**config.mk**
```make
export PLATFORM = sky130hd
export DESIGN_NAME = adder_operand_sequencer
export DESIGN_NICKNAME = d
export VERILOG_FILES = /design/src/rtl/opseq_pkg.sv /design/src/rtl/adder32.sv /design/src/rtl/adder_operand_sequencer.sv
export SDC_FILE = /design/constraint.sdc
export NUM_CORES = 1
export LEC_CHECK = 0
export BUFFER_PORTS_ARGS = -buffer_cell sky130_fd_sc_hd__buf_4
export CAP_MARGIN = 20
export CORE_ASPECT_RATIO = 1.4
export CORE_MARGIN = 5
export CORE_UTILIZATION = 64
export DETAILED_ROUTE_END_ITERATION = 10
export PLACE_DENSITY_LB_ADDON = 0.08
export SYNTH_ARGS = -nofsm -noshare
export SYNTH_HDL_FRONTEND = slang
export SYNTH_SLANG_ARGS = --single-unit
```
**constraint.sdc**
```tcl
create_clock -name clk -period 7.2 [get_ports clk]
set_clock_uncertainty 0.1 [all_clocks]
set_input_delay 0.36 -clock clk [delete_from_list [all_inputs] [get_ports clk]]
set_output_delay 0.36 -clock clk [all_outputs]
set_load 0.01 [all_outputs]
```
**src/rtl/opseq_pkg.sv**
```systemverilog
// Shared types and constants for the adder operand sequencer.
// Carries the FSM state encoding, the beat count per operand and the op codes.
package opseq_pkg;

    localparam int BEATS = 4;
    localparam int CNT_W = $clog2(BEATS);
    localparam logic [CNT_W-1:0] LAST_BEAT = CNT_W'(BEATS - 1);

    localparam logic OP_ADD = 1'b0;
    localparam logic OP_SUB = 1'b1;

    typedef enum logic [2:0] {
        LOAD_A  = 3'd0,
        LOAD_B  = 3'd1,
        LOAD_OP = 3'd2,
        EXEC    = 3'd3,
        DONE    = 3'd4
    } opseq_state_t;

endpackage

```
**src/rtl/adder32.sv**
```systemverilog
// Combinational 32-bit add/subtract with signed-overflow flag.
// sub=0 computes a+b, sub=1 computes a-b; sum wraps modulo 2^32.
module adder32 (
    input  logic        sub,
    input  logic [31:0] a,
    input  logic [31:0] b,
    output logic [31:0] sum,
    output logic        flag
);

    logic signed [32:0] a_x;
    logic signed [32:0] b_x;
    logic signed [32:0] r_x;

    // One extra sign bit: overflow shows as the top two bits disagreeing.
    always_comb begin
        a_x  = $signed({a[31], a});
        b_x  = $signed({b[31], b});
        r_x  = sub ? (a_x - b_x) : (a_x + b_x);
        sum  = r_x[31:0];
        flag = r_x[32] ^ r_x[31];
    end

endmodule

```
**src/rtl/adder_operand_sequencer.sv**
```systemverilog
// Assembles op1/op2/op from a byte stream, runs them through adder32 and holds the result.
// Optional macro OPSEQ_STICKY_OVF_EN adds the ovf_sticky/ovf_clr overflow accumulator.
module adder_operand_sequencer
    import opseq_pkg::*;
#(
    parameter int DATA_W = 32,
    parameter int IN_W   = 8
) (
    input  logic              clk,
    input  logic              rst,
    input  logic [IN_W-1:0]   in_data,
    input  logic              in_valid,
    output logic              in_ready,
    output logic [DATA_W-1:0] res_sum,
    output logic              res_flag,
    output logic              out_valid,
    input  logic              out_ready
`ifdef OPSEQ_STICKY_OVF_EN
    ,
    output logic              ovf_sticky,
    input  logic              ovf_clr
`endif
);

    opseq_state_t      state;
    opseq_state_t      state_nxt;
    logic [CNT_W-1:0]  beat_cnt;
    logic [DATA_W-1:0] op1;
    logic [DATA_W-1:0] op2;
    logic              op_sel;
    logic              beat_take;
    logic              last_beat;
    logic [DATA_W-1:0] add_sum;
    logic              add_flag;

    adder32 u_adder32 (
        .sub  (op_sel),
        .a    (op1),
        .b    (op2),
        .sum  (add_sum),
        .flag (add_flag)
    );

    always_ff @(posedge clk) begin
        if (rst) begin
            state <= LOAD_A;
        end else begin
            state <= state_nxt;
        end
    end

    always_comb begin
        state_nxt = state;
        in_ready  = 1'b0;
        out_valid = 1'b0;
        last_beat = (beat_cnt == LAST_BEAT);
        case (state)
            LOAD_A: begin
                in_ready = 1'b1;
                if (in_valid && last_beat) state_nxt = LOAD_B;
            end
            LOAD_B: begin
                in_ready = 1'b1;
                if (in_valid && last_beat) state_nxt = LOAD_OP;
            end
            LOAD_OP: begin
                in_ready = 1'b1;
                if (in_valid) state_nxt = EXEC;
            end
            EXEC: state_nxt = DONE;
            DONE: begin
                out_valid = 1'b1;
                if (out_ready) state_nxt = LOAD_A;
            end
            default: state_nxt = LOAD_A;
        endcase
        beat_take = in_valid && in_ready;
    end

    // Operands fill from the top so the first beat ends up in the low byte.
    always_ff @(posedge clk) begin
        if (rst) begin
            beat_cnt <= '0;
            op1      <= '0;
            op2      <= '0;
            op_sel   <= OP_ADD;
            res_sum  <= '0;
            res_flag <= 1'b0;
        end else begin
            if (beat_take) begin
                case (state)
                    LOAD_A: begin
                        op1      <= {in_data, op1[DATA_W-1:IN_W]};
                        beat_cnt <= last_beat ? '0 : beat_cnt + CNT_W'(1);
                    end
                    LOAD_B: begin
                        op2      <= {in_data, op2[DATA_W-1:IN_W]};
                        beat_cnt <= last_beat ? '0 : beat_cnt + CNT_W'(1);
                    end
                    LOAD_OP: op_sel <= in_data[0];
                    default: ;
                endcase
            end
            if (state == EXEC) begin
                res_sum  <= add_sum;
                res_flag <= add_flag;
            end
        end
    end

`ifdef OPSEQ_STICKY_OVF_EN
    // Clear wins over a same-cycle overflow delivery.
    always_ff @(posedge clk) begin
        if (rst || ovf_clr) begin
            ovf_sticky <= 1'b0;
        end else if (out_valid && out_ready && res_flag) begin
            ovf_sticky <= 1'b1;
        end
    end
`endif

endmodule

```
==> flow_metrics.py, run 1 <==
metrics = {
    "critical_path": {
        "path_class": "reg2reg",
        "cp-end-kind": "register",
        "cp_max_fo": 5,
        "critPathArrivalTime_ps": 4810,
        "worstPathRequired_ps": 7370,
        "worstSetupStartpointType": "register",
    },
    "floorplan": {
        "rows": 41,
        "core_area_um2": 8930,
        "start_util": 0.646,
        "die_y_um": 122,
        "dieArea_um2": 11000,
        "dieWidth_um": 90.2,
        "pin_count": 47,
    },
    "grt": {
        "track_usage": 0.254,
        "grt_max_degree": 105,
        "grt.overflow.total": 0,
        "antenna_found_initial": 0,
        "grt_pass1_wl_um": 23400,
        "grt_pass1_vias": 5005,
    },
    "logic_synthesis": {
        "yosys_warnings": 0,
        "synth.area.top_cells": "dfxtp_1 36%, nand2_1 13%, a21oi_1 13%, xnor2_1 7.7%, ha_1 7.4%",
        "seq_area_frac_synth": 0.358,
        "syn_nets": 815,
        "yosysTopAreaCell": "dfxtp_1",
        "synth.most_common_cell": "nand2_1",
        "synth.distinct_cells": 51,
        "synth_edf_count": 0,
        "syn_area_per_cell_um2": 7.51,
        "synth-async-reset-ratio": 0,
        "yosys-top-cells-count": "204 x nand2_1, 146 x a21oi_1, 103 x dfxtp_1",
        "synthFlopType": "dfxtp_1",
        "synth.cell_area_um2": 5770,
        "netlist_instances": 768,
        "ys_ff_latch": 103,
        "synth_top_area_share": 0.358,
    },
    "final_layout": {
        "layout-area-overhead-vs-synth_pct": 11.3,
        "nNetsFinal": 836,
        "fillers": 741,
        "drive_above_1_share": 0.0970,
        "antenna_cells": 0,
    },
    "run_status": {
        "status": "complete, no violations",
    },
    "power": {
        "pwr_density_cell_nw_per_um2": 187,
        "ir_drop_uv": 167,
        "p_leak_uw": 0.00246,
    },
    "routing": {
        "met1Wirelength_um": 5960,
        "via_per_inst": 5.89,
        "top_layer": "met4",
        "drt-initial-drc-count": 407,
        "post_drt_wl_per_cell_um": 15.2,
        "ant_nets": 0,
        "routed-wl-met3_um": 718,
        "vias": 5311,
        "drt_pre_antenna_iters": 5,
        "drcViolationCount": 0,
        "met2WireLength_um": 6720,
        "drt-total-wl_um": 13700,
    },
    "clock_network": {
        "postCtsSetupRepairBufs": 0,
        "cts_tree": "yes",
        "cts-htree-levels": 3,
        "cts.path.max_buffers": 2,
        "postCtsResizedCells": 0,
        "numCtsBuffers": 9,
        "clock_latency_ps": 350,
        "clkTransAtPathRegs_ps": 70,
        "cts_root_buffer": "clkbuf_16",
        "cts.sinks": 103,
        "hold_buffers": 0,
    },
    "sta": {
        "finalHoldViolations": 0,
        "setup_viol": 0,
        "fin_setup_tns_ps": 0,
        "finalCriticalPeriod_ps": 4640,
        "fmax_ghz": 0.216,
        "final-max-slew-violation-count": 0,
        "finalCritPeriodShare": 0.644,
        "worst_hold_slack_ps": 171,
        "rsz0062_at_grt": "no",
        "relSlewSlack": 0.273,
        "worst_slew_pin_slew_ps": 1090,
    },
    "place": {
        "port_buffers": 46,
        "hpwl_um": 9930,
        "gp_congestion": 0.854,
    },
    "flow_run": {
        "drv_cap": 0,
    },
    "min_path": {
        "hp-class": "in2reg",
    },
}
[critical path, cell delays in order, from the launching register on]
cell and delay [ps]:
dfxtp_1 350, nor3_1 310, nand2_1 130, nor2_1 140
nand2_1 70, nor2_1 240, nand2_1 180, nor4_1 470
nor2_1 100, xnor2_1 150, ha_1 380, nand2_1 90
o21ai_0 480, nor2_1 110, o2bb2ai_1 160, o31a_2 390
o221ai_2 160, a21oi_2 90, xnor3_1 320, o21ai_1 140
[metrics by stage]
step,util,cell area [µm²],power [µW],worst slack (ps),std cells
after floorplan,-,5770,721,3160,768
after detailed placement,0.686,6120,752,2720,884
final,0.719,6420,1200,2560,901
after CTS,0.717,6400,1210,2640,900
after global placement,0.686,6120,747,2900,884
after global routing,0.719,6420,1250,2140,901
[kinds of logic (layout without fill, tap and decap cells)]
group / after synthesis / count (layout) / share of synthesized area
and+or+nand+nor: 310 / 310 / 0.228
AOI/OAI and AO/OA: 206 / 206 / 0.209
DFF: 103 / 103 / 0.358
xor gates and xnor gates: 56 / 56 / 0.0875
buffers and inverters: 55 / 81 / 0.0360
adders and majority gates: 35 / 35 / 0.0773
muxes: 3 / 3 / 0.00521
[flip-flops by register name (all words and copies together), names as in the netlist]
signal,cells
beat_cnt,2
op1,32
op2,32
op_sel,1
res_flag,1
res_sum,32
state,3
[path summary, 6_finish.rpt]
kind / startpoint / slack, ps / cells past startpoint / endpoint
worst max-delay path: op2[2] / 2560 / 19 / res_flag
worst min-delay path: in_data[1] / 170 / 3 / op2[25]
worst max register to register: op2[2] / 2560 / 19 / res_flag
worst min register to register: res_sum[13] / 350 / 2 / res_sum[13]
[layout by cell type (no fill, tap or decap), types with 3 or more instances in the layout]
| cell type | instances |
|---|---|
| nor3_1 | 13 |
| or3_1 | 6 |
| a21o_1 | 8 |
| inv_1 | 15 |
| o21ai_1 | 7 |
| nor4_1 | 4 |
| xnor2_1 | 51 |
| o21a_1 | 3 |
| mux2i_1 | 3 |
| nand2_1 | 204 |
| a31oi_1 | 5 |
| clkbuf_16 | 9 |
| nand2b_1 | 8 |
| nor2_1 | 44 |
| and2_1 | 5 |
| buf_4 | 49 |
| ha_1 | 34 |
| a211oi_1 | 7 |
| o21ai_0 | 7 |
| a21oi_1 | 146 |
| nand3_1 | 9 |
| xor2_1 | 4 |
| dfxtp_1 | 103 |
| nor3b_1 | 3 |
| o21bai_1 | 4 |
[per-layer routing]
metal	vias to the layer above	track usage
met5	-	0
met4	0	0.0996
met3	25	0.0349
met2	177	0.434
met1	2460	0.324
li1	2649	-
[area by class of cell]
cell class | instances | area, µm² | area share
Timing Repair Buffer | 50 | 383 | 0.0597
Clock buffer | 13 | 260 | 0.0406
Tap cell | 107 | 134 | 0.0209
Clock inverter | 3 | 17.5 | 0.00273
Multi-Input combinational cell | 610 | 3500 | 0.546
Sequential cell | 103 | 2060 | 0.321
Inverter | 15 | 56.3 | 0.00878
[where the power goes]
group | internal, µW | switching, µW
logic | 70.6 | 89.9
clock network | 252 | 204
registers | 576 | 6.66
total | 899 | 301
No activity file was read; power rests on OpenSTA's default activity.
==> run 2: changes to the inputs <==
CORE_UTILIZATION = 60   (was 64)
clock period = 4.4 ns   (was 7.2 ns; I/O delays follow)
==> run 2 against run 1 <==
Register-to-register slack worse by 2300 ps. Design area is 2.0% higher. Clock power is 74% higher. Total power is 68% higher. Combinational power is 66% higher. Die area is 6.0% higher. Sequential share of layout area is 0.61 points lower. Count of clock-buffer cells in the layout stayed put. Via count is 2.2% lower. Critical path type unchanged. Largest power group unchanged. Highest routed layer unchanged.
==> flow_metrics.py, run 2 (same netlist as run 1, synthesis figures left out) <==
metrics = {
    "run_status": {
        "status": "complete, no violations",
    },
    "grt": {
        "grt_max_degree": 105,
        "grt_pass1_wl_um": 22800,
        "grt.overflow.total": 0,
        "grt_pass1_vias": 4741,
        "track_usage": 0.236,
        "antenna_found_initial": 0,
    },
    "clock_network": {
        "cts.sinks": 103,
        "postCtsSetupRepairBufs": 0,
        "clock_latency_ps": 340,
        "postCtsResizedCells": 0,
        "hold_buffers": 0,
        "cts.path.max_buffers": 2,
        "numCtsBuffers": 9,
        "cts_tree": "yes",
        "cts_root_buffer": "clkbuf_16",
        "cts-htree-levels": 3,
        "clkTransAtPathRegs_ps": 70,
    },
    "critical_path": {
        "critPathArrivalTime_ps": 4270,
        "crit_path_start": "op2[8]",
        "cp_max_fo": 7,
        "worstPathRequired_ps": 4580,
        "worstSetupStartpointType": "register",
        "reg2reg_to": "res_flag",
        "cp-end-kind": "register",
        "endpoint": "res_flag",
        "path_class": "reg2reg",
        "rr_startpoint": "op2[8]",
        "ff2ff_path_depth": 17,
        "r2r_setup_slack_ps": 310,
    },
    "place": {
        "hpwl_um": 9790,
        "post_dp_cell_area_um2": 6140,
        "place_ws_ps": 118,
        "gp_congestion": 0.936,
        "dp_cells": 889,
        "port_buffers": 46,
    },
    "min_path": {
        "min_from": "in_data[7]",
        "hp-class": "in2reg",
        "hold_depth": 3,
    },
    "floorplan": {
        "dieWidth_um": 92.8,
        "die_y_um": 126,
        "rows": 42,
        "start_util": 0.613,
        "core_area_um2": 9410,
        "pin_count": 47,
        "dieArea_um2": 11700,
    },
    "final_layout": {
        "antenna_cells": 0,
        "nNetsFinal": 840,
        "finalNonFillerCells": 908,
        "layout_commonest_cell": "nand2_1",
        "mostFrequentLayoutCells": "204 x nand2_1, 145 x a21oi_1, 103 x dfxtp_1",
        "drive_above_1_share": 0.107,
        "layout-area-overhead-vs-synth_pct": 13.5,
        "fin_area_um2": 6540,
        "reg_top3": "op1: 32 flops, op2: 32 flops, res_sum: 32 flops",
    },
    "routing": {
        "drcViolationCount": 0,
        "ant_nets": 0,
        "drt_pre_antenna_iters": 5,
        "drt-initial-drc-count": 293,
        "vias": 5192,
        "via_per_inst": 5.72,
        "drt-total-wl_um": 13600,
        "post_drt_wl_per_cell_um": 15.0,
    },
    "sta": {
        "relSlewSlack": 0.320,
        "worst_slew_pin_slew_ps": 1020,
        "fmax_ghz": 0.244,
        "rsz0062_at_grt": "no",
        "finalCritPeriodShare": 0.930,
        "finalCriticalPeriod_ps": 4090,
        "finalHoldViolations": 0,
        "final-max-slew-violation-count": 0,
        "setup_viol": 0,
        "fin_setup_tns_ps": 0,
        "setup_slack_ps": 306,
    },
    "power": {
        "ir_drop_uv": 245,
        "p_leak_uw": 0.00252,
        "pwr_density_cell_nw_per_um2": 308,
        "p_total_uw": 2020,
    },
    "flow_run": {
        "drv_cap": 0,
    },
}
[run 2: cell type report]
cell class	instances	area, µm²
well taps	110	138
inverters	15	56.3
repair buffers	54	453
clock buffers	13	250
fillers	833	2870
clock inverters	3	42.5
multi-input cells	610	3540
flip-flops and latches	103	2060
[run 2: critical path, stage by stage, from the launching register on]
cell      delay (ps)
dfxtp_1          380
nor4_1           380
nand2b_1         160
nor3_2           200
and2_1           200
a21oi_1           90
xnor2_1          140
ha_1             350
a21o_1           230
a21oi_2          170
o21ai_1          110
a221o_1          350
nand2_1           70
o21ai_1          130
a41oi_1          280
xnor2_1          180
xnor3_1          420
o21ai_1          110
[run 2: report_power, final]
part	internal, µW	total [µW]	switching, µW
registers	943	954	11.6
clock network	457	796	340
logic	123	267	144
total	1520	2020	495
[run 2: through the flow]
step            util  hold slack [ps]
6_report       0.695             35.4
5_1_grt        0.695             36.4
4_1_cts        0.684             22.6
3_5_place_dp   0.653              345
3_3_place_gp   0.653              340
2_1_floorplan      -              256
[run 2: worst min path at each step]
stage,end
after global placement,res_sum[25]
after CTS,op1[31]
after global routing,op2[26]
after floorplan,op1[24]
final,op1[31]
after detailed placement,res_sum[11]
[run 2: layer usage]
layer  wire, µm  vias to the layer above  global-route usage
met4        178                        0              0.0587
li1           -                     2664                   -
met1       6240                     2406               0.322
met2       6670                      106               0.392
met3        516                       16              0.0358
met5          0                        -                   0
==> run 3: changes to the inputs <==
CTS_CLUSTER_SIZE = 14   (was default)
PLACE_DENSITY = 0.8   (was default)
PLACE_DENSITY_LB_ADDON = default   (was 0.08)
==> run 3 against run 2 <==
Clock power is 3.3% higher. Sequential power about the same. Via count is 1.7% higher. First-iteration DRC count is 40% higher. Combinational power grew 2%. Final cell count grew 0.11%. Routed wire length about the same.
==> flow_metrics.py, run 3 (same netlist as run 1, synthesis figures left out) <==
metrics = {
    "final_layout": {
        "layout-area-overhead-vs-synth_pct": 14.1,
        "reg_top3": "op1: 32 flops, op2: 32 flops, res_sum: 32 flops",
        "fillers": 782,
        "drive_above_1_share": 0.115,
        "fin_area_um2": 6580,
        "mostFrequentLayoutCells": "204 x nand2_1, 145 x a21oi_1, 103 x dfxtp_1",
        "antenna_cells": 0,
        "postLayoutCoreUtil": 0.699,
        "seqCellArea_um2": 2060,
        "multiInputGateArea_um2": 3560,
        "nNetsFinal": 842,
        "layout_commonest_cell": "nand2_1",
    },
    "run_status": {
        "status": "complete, no violations",
    },
    "sta": {
        "finalCriticalPeriod_ps": 4140,
        "worst_hold_slack_ps": 30.2,
        "fmax_ghz": 0.242,
        "final-max-slew-violation-count": 0,
        "relSlewSlack": 0.261,
        "setup_slack_ps": 260,
        "finalHoldViolations": 0,
        "finalCritPeriodShare": 0.941,
        "setup_viol": 0,
        "worst_slew_pin_slew_ps": 1110,
    },
    "place": {
        "gp_congestion": 0.906,
        "hpwl_um": 9780,
        "port_buffers": 46,
        "post_dp_cell_area_um2": 6160,
        "place_ws_ps": 42.6,
    },
    "critical_path": {
        "critPathTopFamily": "compound AO/OA/AOI/OAI gates",
        "cp.depth": 18,
        "cp-end-kind": "register",
        "rr_startpoint": "op2[2]",
        "crit_chain": "nor3_2, nand2_1, nor4b_4, buf_4, a21oi_1, xnor2_1, ha_1, nand2_1, nor2_1, a211oi_1, o31ai_2, buf_4, a2111oi_4, o31a_2, o221ai_2, a21oi_2, xnor3_1, o21ai_1",
        "critPathArrivalTime_ps": 4320,
        "path_class": "reg2reg",
        "cp_slowest_stage_delay_ps": 380,
        "reg2reg_to": "res_flag",
        "path_buf_inv": 2,
        "worstSetupStartpointType": "register",
        "cp_max_fo": 6,
        "r2r_setup_slack_ps": 260,
        "ff2ff_path_depth": 18,
        "worstPathRequired_ps": 4580,
        "cp_slowest_cell": "nor4b_4",
    },
    "grt": {
        "grt.overflow.total": 0,
        "track_usage": 0.237,
        "antenna_found_initial": 0,
        "grt_pass1_wl_um": 23100,
        "grt_max_degree": 105,
        "grt_pass1_vias": 4918,
    },
    "clock_network": {
        "cts.path.max_buffers": 2,
        "numCtsBuffers": 9,
        "clock_latency_ps": 340,
        "cts_tree": "yes",
        "cts-htree-levels": 3,
        "hold_buffers": 0,
        "cts_root_buffer": "clkbuf_16",
        "clkTransAtPathRegs_ps": 70,
        "cts.sinks": 103,
    },
    "routing": {
        "via_per_inst": 5.81,
        "top_layer": "met4",
        "routed-wl-met3_um": 635,
        "drt-initial-drc-count": 410,
        "ant_nets": 0,
        "post_drt_wl_per_cell_um": 15.0,
        "drt_pre_antenna_iters": 5,
        "vias": 5281,
        "met2WireLength_um": 6830,
        "drcViolationCount": 0,
        "drt-total-wl_um": 13600,
        "met1Wirelength_um": 5940,
    },
    "floorplan": {
        "pin_count": 47,
        "die_y_um": 126,
        "dieWidth_um": 92.8,
        "dieArea_um2": 11700,
        "rows": 42,
        "core_area_um2": 9410,
        "start_util": 0.613,
    },
    "power": {
        "pwr_density_cell_nw_per_um2": 312,
        "p_total_uw": 2050,
        "ir_drop_uv": 258,
        "p_leak_uw": 0.00253,
    },
    "min_path": {
        "min_from": "in_data[6]",
        "hold_depth": 3,
        "hp-class": "in2reg",
        "min_to": "op2[30]",
    },
    "flow_run": {
        "drv_cap": 0,
    },
}
## run 3: cell count changes in the layout (fill, tap and decap cells not counted), moves of 2 or more
cell,before,now
buf_4,51,54
nor4_1,3,1
nor4_2,1,3
clkbuf_1,3,1
clkbuf_8,1,3
## run 3: final cells by class
type / instances / area share
clock buffer: 13 / 0.0411
clock inverter: 2 / 0.00590
inverter: 15 / 0.00856
multi-input combinational: 610 / 0.542
sequential: 103 / 0.314
tap: 110 / 0.0209
timing repair buffer: 56 / 0.0681
## run 3: where the power goes
group | total [µW] | internal [µW] | switching [µW]
sequential | 954 | 943 | 11.5
clock | 822 | 486 | 336
combinational | 273 | 123 | 149
## run 3: worst max-delay path by stage
stage | startpoint | end | slack [ps]
floorplan | op2[8] | res_flag | 360
global placement | op2[2] | res_flag | 270
detailed placement | op2[2] | res_flag | 40
CTS | op2[2] | res_flag | 30
global route | op2[2] | res_flag | -5
finish | op2[2] | res_flag | 260
## run 3: stage by stage
stage                     setup TNS [ps]  std cells
after floorplan                        0        768
after CTS                              0        906
after global routing               -5.31        909
final                                  0        909
after detailed placement               0        891
after global placement                 0        891
## run 3: layer usage
layer | track usage | vias to the layer above
met2 | 0.394 | 139
met5 | 0 | -
li1 | - | 2661
met3 | 0.0388 | 18
met1 | 0.317 | 2463
met4 | 0.0673 | 0
## run 3: what timing repair did
action	4_1_cts	5_1_grt
buffers inserted	0	1
resized for setup	0	11
endpoints found under the setup margin	0	6
## run 3: worst reg2reg max path: stages (launching register included)
cell       delay (ps)
dfxtp_1           360
nor3_2            260
nand2_1           140
nor4b_4           380
buf_4             180
a21oi_1            80
xnor2_1           250
ha_1              350
nand2_1            90
nor2_1             40
a211oi_1          270
o31ai_2           110
buf_4             170
a2111oi_4         380
o31a_2            240
o221ai_2          100
a21oi_2           160
xnor3_1           320
o21ai_1           120
